## config.mk

```make
export PLATFORM = sky130hd
export DESIGN_NAME = sipo_rx
export DESIGN_NICKNAME = d
export VERILOG_FILES = /design/src/rtl/sipo_rx_pkg.sv /design/src/rtl/sipo_bit_cnt.sv /design/src/rtl/sipo_rx.sv
export SDC_FILE = /design/constraint.sdc
export NUM_CORES = 1
export LEC_CHECK = 0
export ABC_AREA = 1
export BUFFER_PORTS_ARGS = -buffer_cell sky130_fd_sc_hd__buf_2
export CORE_AREA = 4 4 50 52
export DETAILED_ROUTE_END_ITERATION = 10
export DIE_AREA = 0 0 54 56
export MAX_ROUTING_LAYER = met4
export PLACE_DENSITY = 0.64
export SLEW_MARGIN = 10
export SYNTH_ARGS = -nofsm -noshare
export SYNTH_HDL_FRONTEND = slang
export SYNTH_SLANG_ARGS = --single-unit
export TNS_END_PERCENT = 30
```

## constraint.sdc

```tcl
create_clock -name clk -period 1.43 [get_ports clk]
set_input_delay 0.143 -clock clk [delete_from_list [all_inputs] [get_ports clk]]
set_output_delay 0.143 -clock clk [all_outputs]
set_load 0.02 [all_outputs]
```

## src/rtl/sipo_rx_pkg.sv

```systemverilog
// sipo_rx_pkg: shared types, constants and helpers for the sipo_rx receiver.
//   sipo_state_e   : receiver FSM state (IDLE / SHIFT)
//   SIPO_MSB_FIRST : left_right value selecting MSB-first order
//   SIPO_LSB_FIRST : left_right value selecting LSB-first order
//   frame_len(dw)  : serial bits per frame (dw, or dw+1 when SIPO_RX_PARITY_EN is defined)
package sipo_rx_pkg;

  typedef enum logic [0:0] {
    IDLE  = 1'b0,
    SHIFT = 1'b1
  } sipo_state_e;

  localparam logic SIPO_MSB_FIRST = 1'b0;
  localparam logic SIPO_LSB_FIRST = 1'b1;

  // Number of serial samples in one frame, including the optional parity bit.
  function automatic int frame_len(input int dw);
`ifdef SIPO_RX_PARITY_EN
    return dw + 32'sd1;
`else
    return dw;
`endif
  endfunction

endpackage

```

## src/rtl/sipo_bit_cnt.sv

```systemverilog
// sipo_bit_cnt: bit counter for the sipo_rx frame assembler.
// Ports:
//   clk, rst : clock and synchronous active-high reset
//   clr      : restart the count; with en also high the current cycle counts as the first (cnt=1)
//   en       : count one sample
//   cnt      : current count (registered)
//   tc       : high while cnt equals TC
module sipo_bit_cnt #(
  parameter int W  = 3,
  parameter int TC = 3
) (
  input  logic         clk,
  input  logic         rst,
  input  logic         clr,
  input  logic         en,
  output logic [W-1:0] cnt,
  output logic         tc
);

  localparam logic [W-1:0] ONE    = {{(W-1){1'b0}}, 1'b1};
  localparam logic [W-1:0] TC_VAL = W'(TC);

  logic [W-1:0] cnt_r;

  // Count register: clear has priority so a restart and a completion never keep a stale count.
  always_ff @(posedge clk) begin
    if (rst) begin
      cnt_r <= {W{1'b0}};
    end else if (clr) begin
      cnt_r <= en ? ONE : {W{1'b0}};
    end else if (en) begin
      cnt_r <= cnt_r + ONE;
    end else begin
      cnt_r <= cnt_r;
    end
  end

  assign cnt = cnt_r;
  assign tc  = (cnt_r == TC_VAL);

endmodule

```

## src/rtl/sipo_rx.sv

```systemverilog
// sipo_rx: serial-in/parallel-out receiver with valid/ready output and overrun flag.
// Optional feature macro: SIPO_RX_PARITY_EN (adds an even-parity bit per frame and parity_err).
// Ports:
//   clk, rst   : clock and synchronous active-high reset
//   enb        : bit-sample enable
//   sin        : serial data in
//   start      : first bit of a word (qualified by enb); restarts a partial word
//   left_right : bit order latched with start (0 MSB first, 1 LSB first)
//   out_ready  : consumer accepts data when out_valid is high
//   ovr_clr    : clears overrun (a simultaneous new overrun wins)
//   data       : last completed word (registered)
//   out_valid  : data holds an unaccepted word
//   busy       : a word is being assembled
//   overrun    : sticky, a completed word was dropped
//   parity_err : (parity build only) parity check result loaded with data
module sipo_rx
  import sipo_rx_pkg::*;
#(
  parameter int DW = 4
) (
  input  logic          clk,
  input  logic          rst,
  input  logic          enb,
  input  logic          sin,
  input  logic          start,
  input  logic          left_right,
  input  logic          out_ready,
  input  logic          ovr_clr,
  output logic [DW-1:0] data,
  output logic          out_valid,
  output logic          busy,
  output logic          overrun
`ifdef SIPO_RX_PARITY_EN
  ,
  output logic          parity_err
`endif
);

  localparam int FL = frame_len(DW);
  localparam int CW = $clog2(DW + 1);
  localparam logic [CW-1:0] DW_IDX = CW'(DW);

`ifdef SIPO_RX_PARITY_EN
  // Even parity: the data bits XOR the parity bit must be zero.
  function automatic logic even_parity_err(input logic [DW-1:0] w, input logic p);
    return (^w) ^ p;
  endfunction
`endif

  sipo_state_e   state_r;
  sipo_state_e   state_nxt_s;

  logic [DW-1:0] sreg_r;
  logic [DW-1:0] next_sreg_s;
  logic [DW-1:0] word_s;
  logic [DW-1:0] data_r;
  logic          lr_r;
  logic          valid_r;
  logic          ovr_r;
  logic          order_s;

  logic          frame_start_s;
  logic          sample_s;
  logic          data_bit_s;
  logic          complete_s;
  logic          cnt_clr_s;
  logic          cnt_en_s;
  logic          load_s;
  logic          drop_s;
  logic [CW-1:0] cnt_s;
  logic          last_s;

  assign frame_start_s = enb & start;

  sipo_bit_cnt #(
    .W  (CW),
    .TC (FL - 1)
  ) u_bit_cnt (
    .clk (clk),
    .rst (rst),
    .clr (cnt_clr_s),
    .en  (cnt_en_s),
    .cnt (cnt_s),
    .tc  (last_s)
  );

  // FSM state register.
  always_ff @(posedge clk) begin
    if (rst) begin
      state_r <= IDLE;
    end else begin
      state_r <= state_nxt_s;
    end
  end

  // FSM next state: a qualified start always (re)enters SHIFT, even on the final-bit cycle.
  always_comb begin
    state_nxt_s = state_r;
    case (state_r)
      IDLE: begin
        if (frame_start_s) begin
          state_nxt_s = SHIFT;
        end else begin
          state_nxt_s = IDLE;
        end
      end
      SHIFT: begin
        if (frame_start_s) begin
          state_nxt_s = SHIFT;
        end else if (enb && last_s) begin
          state_nxt_s = IDLE;
        end else begin
          state_nxt_s = SHIFT;
        end
      end
      default: begin
        state_nxt_s = IDLE;
      end
    endcase
  end

  // FSM outputs: sample strobe, completion strobe and counter control.
  always_comb begin
    sample_s   = 1'b0;
    complete_s = 1'b0;
    cnt_clr_s  = 1'b0;
    cnt_en_s   = 1'b0;
    case (state_r)
      IDLE: begin
        if (frame_start_s) begin
          sample_s  = 1'b1;
          cnt_clr_s = 1'b1;
          cnt_en_s  = 1'b1;
        end else begin
          sample_s  = 1'b0;
        end
      end
      SHIFT: begin
        if (frame_start_s) begin
          sample_s  = 1'b1;
          cnt_clr_s = 1'b1;
          cnt_en_s  = 1'b1;
        end else if (enb && last_s) begin
          sample_s   = 1'b1;
          complete_s = 1'b1;
          cnt_clr_s  = 1'b1;
        end else if (enb) begin
          sample_s = 1'b1;
          cnt_en_s = 1'b1;
        end else begin
          sample_s = 1'b0;
        end
      end
      default: begin
        sample_s = 1'b0;
      end
    endcase
  end

  // The bit order of the current sample comes straight from left_right on a start cycle.
  assign order_s     = frame_start_s ? left_right : lr_r;
  assign next_sreg_s = (order_s == SIPO_LSB_FIRST) ? {sin, sreg_r[DW-1:1]}
                                                   : {sreg_r[DW-2:0], sin};
  // The parity sample (index DW) is not a data bit and leaves the shift register alone.
  assign data_bit_s  = sample_s & (frame_start_s | (cnt_s < DW_IDX));

`ifdef SIPO_RX_PARITY_EN
  assign word_s = sreg_r;
`else
  assign word_s = next_sreg_s;
`endif

  assign load_s = complete_s & (~valid_r | out_ready);
  assign drop_s = complete_s & valid_r & ~out_ready;

  // Datapath: shift register, latched order, output word, handshake and overrun flag.
  always_ff @(posedge clk) begin
    if (rst) begin
      sreg_r  <= {DW{1'b0}};
      lr_r    <= 1'b0;
      data_r  <= {DW{1'b0}};
      valid_r <= 1'b0;
      ovr_r   <= 1'b0;
    end else begin
      if (data_bit_s) begin
        sreg_r <= next_sreg_s;
      end else begin
        sreg_r <= sreg_r;
      end
      if (frame_start_s) begin
        lr_r <= left_right;
      end else begin
        lr_r <= lr_r;
      end
      if (load_s) begin
        data_r <= word_s;
      end else begin
        data_r <= data_r;
      end
      if (load_s) begin
        valid_r <= 1'b1;
      end else if (out_ready) begin
        valid_r <= 1'b0;
      end else begin
        valid_r <= valid_r;
      end
      // A new drop beats a clear on the same cycle.
      if (drop_s) begin
        ovr_r <= 1'b1;
      end else if (ovr_clr) begin
        ovr_r <= 1'b0;
      end else begin
        ovr_r <= ovr_r;
      end
    end
  end

`ifdef SIPO_RX_PARITY_EN
  logic perr_r;

  // Parity result travels with data; a dropped word leaves it untouched.
  always_ff @(posedge clk) begin
    if (rst) begin
      perr_r <= 1'b0;
    end else if (load_s) begin
      perr_r <= even_parity_err(sreg_r, sin);
    end else begin
      perr_r <= perr_r;
    end
  end

  assign parity_err = perr_r;
`endif

  assign data      = data_r;
  assign out_valid = valid_r;
  assign overrun   = ovr_r;
  assign busy      = (state_r == SHIFT);

endmodule

```

# == Word-level counts from Yosys, hierarchy flattened ==
# Index checks and enable logic that the tools add are counted.
# word_totals
regBits,15
elab_cells,49
out_inout_bits,7
# op_classes
n_reduce_logical,4
magnitude_cmp,1
bitwise_logic,10
mux,25
eq_ne,1
add_sub_neg,1
# ops
op,n
$mux W1,18
$pmux W1 S2,4
$mux W3,2
$reduce_bool A2 Y1,3
$and A1 B1 Y1,5
$mux W4,1
$add A3 B1 Y3 const B,1
$eq A3 B2 Y1 const B,1
$lt A3 B3 Y1 const B,1
$not A1 Y1,3
$or A1 B1 Y1,2
$logic_and A1 B1 Y1,1

# == Logic depth before layout (Yosys ltp) ==
# Gate-level depths: netlist of run 1.
# logic_depth
depth_word,8
ltp_mapped,8
mapped_depth_nobuf,8

# == Cells and area by module ==
# A second synthesis of run 1 with hierarchy kept.
# hier_totals
cells_unflattened,116
hier_area_um2,784.5
# modules_own_cells
mod,area_per_inst_um2,n_inst,cells_per_inst
sipo_rx,634.4,1,97
sipo_bit_cnt,150.1,1,19

# == Worst setup path after synthesis of run 1 ==
# No wires, ideal clock.
# synth_timing
path_kind,reg2reg
from,"reg u_bit_cnt.cnt_r[0], in the netlist u_bit_cnt.cnt[0]"
to,"reg data_r[0], in the netlist data[0]"
path_stages_with_launch,8
t_arrival_ns,1.068
t_required_ns,1.318
synth_period_minus_slack_ns,1.180
setup_ns,0.112
slack_ns,0.250
path_buffers,0
cell_sequence,dfxtp_1 > ha_1 > ha_1 > nand2_4 > nor2_4 > nand3_4 > nor2_1 > nor2_1
# synth_via
elab_chain_cells,6
# synth_lines
item,line,source
"start, declared",sipo_bit_cnt.sv:23,logic [W-1:0] cnt_r;
"start signal, assigned",sipo_bit_cnt.sv:28,cnt_r <= {W{1'b0}};
"start signal, assigned",sipo_bit_cnt.sv:30,cnt_r <= en ? ONE : {W{1'b0}};
"start signal, assigned",sipo_bit_cnt.sv:32,cnt_r <= cnt_r + ONE;
$eq A3 B2 Y1,sipo_bit_cnt.sv:39,assign tc = (cnt_r == TC_VAL);
$logic_and A1 B1 Y1,sipo_rx.sv:143,end else if (enb && last_s) begin
$mux W1,sipo_rx.sv:143,
$mux W1,sipo_rx.sv:139,if (frame_start_s) begin
$mux W1,sipo_rx.sv:128,case (state_r)
$and A1 B1 Y1,sipo_rx.sv:173,assign load_s = complete_s & (~valid_r | out_ready);
"end signal, assigned",sipo_rx.sv:181,data_r <= {DW{1'b0}};
"end signal, assigned",sipo_rx.sv:196,data_r <= word_s;
"end signal, assigned",sipo_rx.sv:198,data_r <= data_r;
"end, declared",sipo_rx.sv:56,logic [DW-1:0] data_r;
# No other way between the ends.
# A chain may end at the register's enable or synchronous reset.

# == Worst setup path after layout of run 1 ==
# layout_timing
from,"reg u_bit_cnt.cnt_r[0], in the netlist u_bit_cnt.cnt[0]"
to,"reg data_r[2], in the netlist data[2]"
# The elaborated chain is that of the path after synthesis.

==> results.yml, run 1 <==
power_and_ir_drop:
  p_seq_share_pct: 54.9
  power_density_nw_per_um2: 886
  swShare_pct: 27.9
  leakage_nw: 0.510
  power.internal_uw: 584
  ir_worst_vdd_uv: 496
  comb_power_share_pct: 13.9
  pwr-share-clk_pct: 31.1
  power_switching_uw: 226
global_routing:
  antenna_found_initial: 0
  grt_overflow: 0
  grt_usage_pct: 12.8
  grt_max_degree: 10
  grt_pass1_vias: 730
  grt_pass1_wl_mm: 2.90
synth:
  ys_seq_area_share_pct: 37.6
  synthDistinctLibCells: 17
  muxShareOfSynthArea_pct: 0
  yosys.area.top_type_share_pct: 37.6
  ys_ff_latch: 15
  async_reset_ff_share_pct: 0
  synth_most_common_cell: "nand2_1"
  post_synth_and_or_nand_nor_area_fraction_pct: 41.4
  synthXorXnorAreaFrac_pct: 0
  yosysWarnings: 0
  ys.flop_type: "dfxtp_1"
  synth_area_um2: 798
  synth-adder-area-share_pct: 3.13
  synthTopCellsByArea: "dfxtp_1 38%, nand2_1 13%, inv_1 11%"
  postSynthCellCount: 115
  synth_top_family_by_area: "simple AND/OR/NAND/NOR gates"
  yosys.area.top_type: "dfxtp_1"
  ys_top_cells_by_count: "28 x nand2_1, 23 x inv_1, 15 x dfxtp_1, 15 x nand3_1, 8 x nor2_1"
  synth_nets: 125
  synth_compound_area_share_pct: 5.17
  synth_edf_count: 0
  syn_area_per_cell_um2: 6.94
floorplan:
  die_x_um: 54
  core_area_um2: 2110
  die_y_um: 56
  pin_count: 15
  initial_core_util_pct: 37.9
  dieArea_um2: 3020
  num_rows: 17
timing:
  period_share_pct: 90.6
  worst_pin_slew_ps: 250
  fmax_ghz: 0.772
  period_needed_ps: 1300
  hold_viol_final: 0
  fin_setup_tns_ps: 0
  clock_skew_ps: 2.85
  rsz0062_at_grt: "no"
  slew_headroom_pct: 83.2
  finalMaxSlewViolations: 0
  setup_viol: 0
routing:
  ant_nets: 0
  drc: 0
  drt_iter0_markers: 8
  avgRoutedWirePerCell_um: 10.2
  vias: 725
  wirelength_mm: 1.61
  first_pass_iters: 5
  post_drt_via_cell_ratio: 4.56
run:
  max_cap_viol_count: 0
clock_tree:
  cts_made_buffers: 3
  cts_resized: 0
  cts_root_buffer: "clkbuf_4"
  insertion_delay_ps: 290
  cts.clk_slew.worst_paths_ps: 90
  clk_path_buf_depth: 2
  cts_setup_buffers: 0
  holdBufCountCts: 0
  h-tree-depth: 1
  cts_tree: "yes"
  clock_sinks: 15
placement:
  place_hpwl_mm: 1.20
  place.gp.congestion: 0.918
  io_buffer_count: 14
  place_inst: 155
min_path:
  hp-class: "in -> reg"
critical_path:
  crit_fanout: 9
  crit_required_ps: 1660
  cp.arrival_ps: 1530
  crit_path_cell_trace: "ha_1, ha_1, nand2_4, nor2_4, nand3_4, nand2_1, nand2_1, nor2_1"
  criticalPathCategory: "reg -> reg"
  ff2ff_setup_slack_ps: 130
  cp-start-kind: "register"
  critPathCaptureType: "register"
  critPathMaxStageDelay_ps: 370
  crit_slowest_cell: "dfxtp_1"
outcome:
  outcome: "completed"
finish:
  drive_gt1_share_pct: 17.6
  nFillCells: 228
  multiInputGateArea_um2: 397
  finalNonFillerCells: 159
  regArea_um2: 300
  nets: 142
  antenna_cells: 0
  syn2layout_area_growth_pct: 14.6
[cell type report]
cell class / count / area share, %
sequential: 15 / 32.8
tap: 28 / 3.83
timing repair buffer: 14 / 7.66
multi-input combinational: 75 / 43.4
clock buffer: 4 / 2.87
inverter: 23 / 9.44
[cells by family after synthesis]
group / Yosys count
flip-flops: 15
AO/OA/AOI/OAI: 8
buffers and inverters: 25
AND/OR/NAND/NOR: 65
adder cells (fa/ha/maj): 2
[flip-flops by register name, indices dropped and copies added (netlist names)]
name           count
data               4
sreg_r             4
u_bit_cnt.cnt      3
busy               1
lr_r               1
out_valid          1
overrun            1
[power by group through the flow]
| stage | logic [mW] | clock network [mW] | registers, mW |
|---|---|---|---|
| after floorplan | 0.0836 | 0 | 0.453 |
| after global placement | 0.110 | 0 | 0.453 |
| after detailed placement | 0.112 | 0 | 0.454 |
| after CTS | 0.114 | 0.259 | 0.445 |
| after global routing | 0.133 | 0.273 | 0.447 |
| final | 0.113 | 0.252 | 0.445 |
[path summary, 6_finish.rpt]
path | startpoint | to | cells after the start
max | u_bit_cnt.cnt[0] | data[2] | 8
min reg2reg | u_bit_cnt.cnt[2] | u_bit_cnt.cnt[2] | 2
max reg2reg | u_bit_cnt.cnt[0] | data[2] | 8
min | ovr_clr | overrun | 4
[cell usage in the layout, fill, tap and decap left out]
cell type and instances:
a21oi_1 6, nand2_4 2, inv_1 23, clkbuf_1 1, nand3_1 15, nand4_1 3, nand2_1 28, o21ai_0 1
nand3b_1 5, clkbuf_4 3, dfxtp_1 15, ha_1 2, nand3_4 1, a31oi_1 1, buf_2 14, nand2_2 2
nor2_1 8, nor2_4 1
[layer usage]
| metal | global-route usage (%) | vias to the layer above | part of all wire (%) |
|---|---|---|---|
| met2 | 20.8 | 19 | 46 |
| li1 | - | 390 | - |
| met4 | 2.49 | 0 | 0.43 |
| met1 | 15.2 | 314 | 47 |
| met3 | 4.02 | 2 | 6.4 |
| met5 | - | - | 0 |
[worst max-delay path: cells and delay by family (launching register included)]
kind | cells | cell delay [ps]
fa+ha+maj | 2 | 360
flops | 1 | 370
simple gates | 6 | 520
[through the flow]
stage | worst slack, ps | power (mW) | utilization [%] | instance area [um2] | hold WS (ps)
global route | 11.2 | 0.853 | 43.4 | 915 | 138
detailed placement | 152 | 0.567 | 42.2 | 888 | 409
floorplan | 250 | 0.537 | - | 798 | 306
global placement | 179 | 0.564 | 42.2 | 888 | 399
CTS | 123 | 0.818 | 43.4 | 915 | 99.9
finish | 135 | 0.810 | 43.4 | 915 | 103
Power figures use the tool's default switching activity.
==> run 2, diff against run 1 <==
--- a/config.mk
+++ b/config.mk
@@ -7,11 +7,10 @@
 export LEC_CHECK = 0
 export ABC_AREA = 1
 export BUFFER_PORTS_ARGS = -buffer_cell sky130_fd_sc_hd__buf_2
-export CORE_AREA = 4 4 50 52
+export CORE_AREA = 4 4 45 47
 export DETAILED_ROUTE_END_ITERATION = 10
-export DIE_AREA = 0 0 54 56
-export MAX_ROUTING_LAYER = met4
-export PLACE_DENSITY = 0.64
+export DIE_AREA = 0 0 49 51
+export PLACE_DENSITY = 0.76
 export SLEW_MARGIN = 10
 export SYNTH_ARGS = -nofsm -noshare
 export SYNTH_HDL_FRONTEND = slang
==> run 2 against run 1 <==
Effect of this change:
- routed wire length rose by 4.0%
- largest cell class unchanged
- first-iteration DRC count increased to 2.6 times the previous value
- clock power grew 2%
- highest routed layer unchanged
- final area grew 3.4%
- via count is 5.2% higher
- sequential share of layout area down 0.95 points
- non-clock buffer count is 1 higher
- power is 0.87% higher
- clock skew up 4.8 ps
- clock-buffer cell count is 1 lower
- global-route usage rose by 1.1 points
- critical path type unchanged
- final cell count fell by 5.7%
==> results.yml, run 2 (same netlist as run 1, synthesis figures left out) <==
routing:
  vias: 763
  ant_nets: 0
  wirelength_mm: 1.68
  drt_iter0_markers: 21
  first_pass_iters: 4
  post_drt_via_cell_ratio: 5.09
  drc: 0
  avgRoutedWirePerCell_um: 11.2
clock_tree:
  cts.clk_slew.worst_paths_ps: 100
  cts_made_buffers: 3
  clk_path_buf_depth: 2
  holdBufCountCts: 0
  insertion_delay_ps: 290
  cts_tree: "yes"
  cts_root_buffer: "clkbuf_4"
  h-tree-depth: 1
  clock_sinks: 15
power_and_ir_drop:
  ir_worst_vdd_uv: 613
  power_switching_uw: 236
  power.internal_uw: 582
  leakage_nw: 0.518
  comb_power_share_pct: 14.1
  p_seq_share_pct: 54.6
  power_density_nw_per_um2: 864
  pwr-share-clk_pct: 31.3
  swShare_pct: 28.8
timing:
  slew_headroom_pct: 83.4
  fmax_ghz: 0.774
  setup_viol: 0
  clock_skew_ps: 7.61
  rsz0062_at_grt: "no"
  hold_viol_final: 0
  period_needed_ps: 1290
  period_share_pct: 90.4
  worst_pin_slew_ps: 246
  fin_setup_tns_ps: 0
  finalMaxSlewViolations: 0
global_routing:
  grt_pass1_vias: 703
  grt_pass1_wl_mm: 2.75
  antenna_found_initial: 0
  grt_usage_pct: 13.9
  grt_max_degree: 10
  grt_overflow: 0
finish:
  drive_gt1_share_pct: 21.8
  nFillCells: 157
  syn2layout_area_growth_pct: 18.5
  finalNonFillerCells: 150
  antenna_cells: 0
  final_common_cell: "nand2_1"
  mostFrequentLayoutCells: "28 x nand2_1, 23 x inv_1, 15 x nand3_1, 14 x dfxtp_1, 14 x buf_2"
  nets: 144
run:
  max_cap_viol_count: 0
placement:
  place.gp.congestion: 0.869
  place_inst: 144
  io_buffer_count: 14
  place_hpwl_mm: 1.19
floorplan:
  core_area_um2: 1650
  num_rows: 15
  die_y_um: 51
  pin_count: 15
  die_x_um: 49
  initial_core_util_pct: 48.3
  dieArea_um2: 2500
outcome:
  outcome: "completed"
critical_path:
  cp-start-kind: "register"
  critPathCaptureType: "register"
  crit_fanout: 4
  crit_required_ps: 1670
  criticalPathCategory: "reg -> reg"
  ff2ff_setup_slack_ps: 140
  cp.arrival_ps: 1530
min_path:
  hp-class: "in -> reg"
[run 2: metal layers]
metal,vias to the layer above,GRT usage (%),part of all wire (%)
met3,2,6.71,7.6
met4,0,4.93,0.77
met1,339,15.3,42
met2,25,23.0,49
met5,-,0,0
li1,397,-,-
[run 2: power groups by stage]
stage               logic (mW)  clock network [mW]  registers [mW]
floorplan               0.0836                   0           0.453
global placement         0.109                   0           0.453
detailed placement       0.111                   0           0.454
CTS                      0.113               0.257           0.444
global route             0.132               0.274           0.449
finish                   0.115               0.256           0.446
[run 2: final cells by class]
type | instances | area [um2] | share of cell area [%]
flip-flops and latches | 15 | 302 | 31.9
well taps | 17 | 21.3 | 2.25
repair buffers | 15 | 77.6 | 8.20
clock inverters | 1 | 5.00 | 0.529
inverters | 23 | 86.3 | 9.13
clock buffers | 3 | 22.5 | 2.38
multi-input cells | 76 | 432 | 45.6
[run 2: worst max-delay path, stage by stage, from the launching register on]
cell and delay, ps:
dfxtp_1 390, ha_4 150, ha_4 130, nand2_4 60, nor2_4 160, nand3_2 120
nand2_1 90, nand2_1 50, nor2_1 90
[run 2: worst paths after layout]
path,depth (start not counted),to,startpoint
worst max-delay path,8,data[2],u_bit_cnt.cnt[1]
worst min-delay path,4,overrun,ovr_clr
worst max register to register,8,data[2],u_bit_cnt.cnt[1]
worst min register to register,2,overrun,overrun
[run 2: through the flow]
stage / area, um2 / total power, mW / hold WS [ps] / utilization (%) / setup slack, ps
after floorplan: 798 / 0.537 / 306 / - / 250
after global placement: 875 / 0.563 / 399 / 53.0 / 178
after detailed placement: 875 / 0.565 / 413 / 53.0 / 107
after CTS: 902 / 0.814 / 93.1 / 54.6 / 77.4
after global routing: 946 / 0.855 / 111 / 57.3 / 35.7
final: 946 / 0.817 / 90.8 / 57.3 / 137
[run 2: timing repair]
action                                  4_1_cts  5_1_grt
buffers inserted                              0        1
gates resized for setup                       0        5
endpoints found under the setup margin        0        4
==> run 3, diff against run 2 <==
--- a/config.mk
+++ b/config.mk
@@ -11,6 +11,7 @@
 export DETAILED_ROUTE_END_ITERATION = 10
 export DIE_AREA = 0 0 49 51
 export PLACE_DENSITY = 0.76
+export RECOVER_POWER = 50
 export SLEW_MARGIN = 10
 export SYNTH_ARGS = -nofsm -noshare
 export SYNTH_HDL_FRONTEND = slang
==> run 3 against run 2 <==
Effect of this change:
- worst hold slack got worse by 1.1 ps
- largest cell class unchanged
- critical endpoint unchanged
- final cell count unchanged
- highest routed layer unchanged
- sequential share of layout area up 0.38 points
- critical path depth unchanged
- non-clock buffer count stayed put
==> results.yml, run 3 (same netlist as run 1, synthesis figures left out) <==
outcome:
  outcome: "completed"
placement:
  place.gp.congestion: 0.869
  place_area_um2: 875
  pre_cts_ws_ps: 107
  place_hpwl_mm: 1.19
  io_buffer_count: 14
  place_inst: 144
routing:
  wirelength_mm: 1.73
  ant_nets: 0
  vias: 760
  post_drt_via_cell_ratio: 5.07
  avgRoutedWirePerCell_um: 11.5
  drt_iter0_markers: 22
  drc: 0
  first_pass_iters: 4
timing:
  worst_pin_slew_ps: 246
  fin_setup_tns_ps: 0
  fmax_ghz: 0.774
  slew_headroom_pct: 83.4
  finalMaxSlewViolations: 0
  period_needed_ps: 1290
  rsz0062_at_grt: "no"
  period_share_pct: 90.4
  setup_viol: 0
  clock_skew_ps: 7.46
  finalWorstSetupSlack_ps: 137
  hold_viol_final: 0
finish:
  design_area_um2: 935
  regArea_um2: 302
  final_common_cell: "nand2_1"
  drive_gt1_share_pct: 15.8
  finalNonFillerCells: 150
  multiInputGateArea_um2: 429
  nFillCells: 161
  syn2layout_area_growth_pct: 17.1
  nets: 144
  antenna_cells: 0
  mostFrequentLayoutCells: "29 x nand2_1, 23 x inv_1, 15 x nand3_1, 14 x dfxtp_1, 8 x nor2_1"
clock_tree:
  cts.clk_slew.worst_paths_ps: 100
  insertion_delay_ps: 290
  cts_tree: "yes"
  cts_root_buffer: "clkbuf_4"
  h-tree-depth: 1
  clock_sinks: 15
  clk_path_buf_depth: 2
  cts_made_buffers: 3
min_path:
  min_path_cells: 4
  hp-class: "in -> reg"
  hp-start: "ovr_clr"
power_and_ir_drop:
  power_density_nw_per_um2: 875
  total_power_uw: 818
  ir_worst_vdd_uv: 615
  leakage_nw: 0.487
critical_path:
  cp-startpoint: "u_bit_cnt.cnt[1]"
  reg2reg_from: "u_bit_cnt.cnt[1]"
  crit_fanout: 4
  cp-start-kind: "register"
  critPathCaptureType: "register"
  crit_required_ps: 1670
  criticalPathCategory: "reg -> reg"
  worstRegToRegCells: 8
  cp.arrival_ps: 1540
floorplan:
  die_x_um: 49
  die_y_um: 51
  dieArea_um2: 2500
  num_rows: 15
  pin_count: 15
  core_area_um2: 1650
  initial_core_util_pct: 48.3
global_routing:
  grt_pass1_wl_mm: 2.75
  grt_max_degree: 10
  grt_pass1_vias: 703
  grt_usage_pct: 13.9
  grt_overflow: 0
  antenna_found_initial: 0
run:
  max_cap_viol_count: 0
run 3: path summary, 6_finish.rpt:
path	endpoint	slack [ps]
max	data[2]	140
min reg2reg	overrun	470
min	overrun	90
max reg2reg	data[2]	140
run 3: worst max-delay path, stage by stage (launching register included):
cell and delay (ps):
dfxtp_1 390, ha_4 150, ha_4 130, nand2_4 60, nor2_4 160, nand3_2 120, nand2_1 90, nand2_1 50
nor2_1 90
run 3: through the flow:
step	hold slack (ps)	utilization (%)
after floorplan	306	-
after global placement	399	53.0
after detailed placement	413	53.0
after CTS	93.1	54.6
after global routing	111	56.6
final	89.8	56.6
run 3: layout make-up:
class	count	area share, %
Clock buffer	3	2.41
Clock inverter	1	0.535
Inverter	23	9.24
Multi-Input combinational cell	76	45.9
Sequential cell	15	32.3
Tap cell	17	2.28
Timing Repair Buffer	15	7.36
run 3: layer usage:
metal | vias up | wire length, um | global-route usage [%]
met2 | 25 | 834 | 23.0
met4 | 0 | 13 | 4.93
met1 | 336 | 745 | 15.3
met5 | - | 0 | 0
met3 | 2 | 132 | 6.71
li1 | 397 | - | -
run 3: report_power, final:
part / leakage (nW) / internal [mW] / switching [mW]
Clock: 0.0177 / 0.104 / 0.153
Combinational: 0.347 / 0.0429 / 0.0715
Sequential: 0.123 / 0.434 / 0.0130
run 3: repair_timing:
item / 4_1_cts / 5_1_grt
setup buffers: 0 / 1
resized for setup: 0 / 5
hold buffers: 0 / 0
setup endpoints to repair: 0 / 4
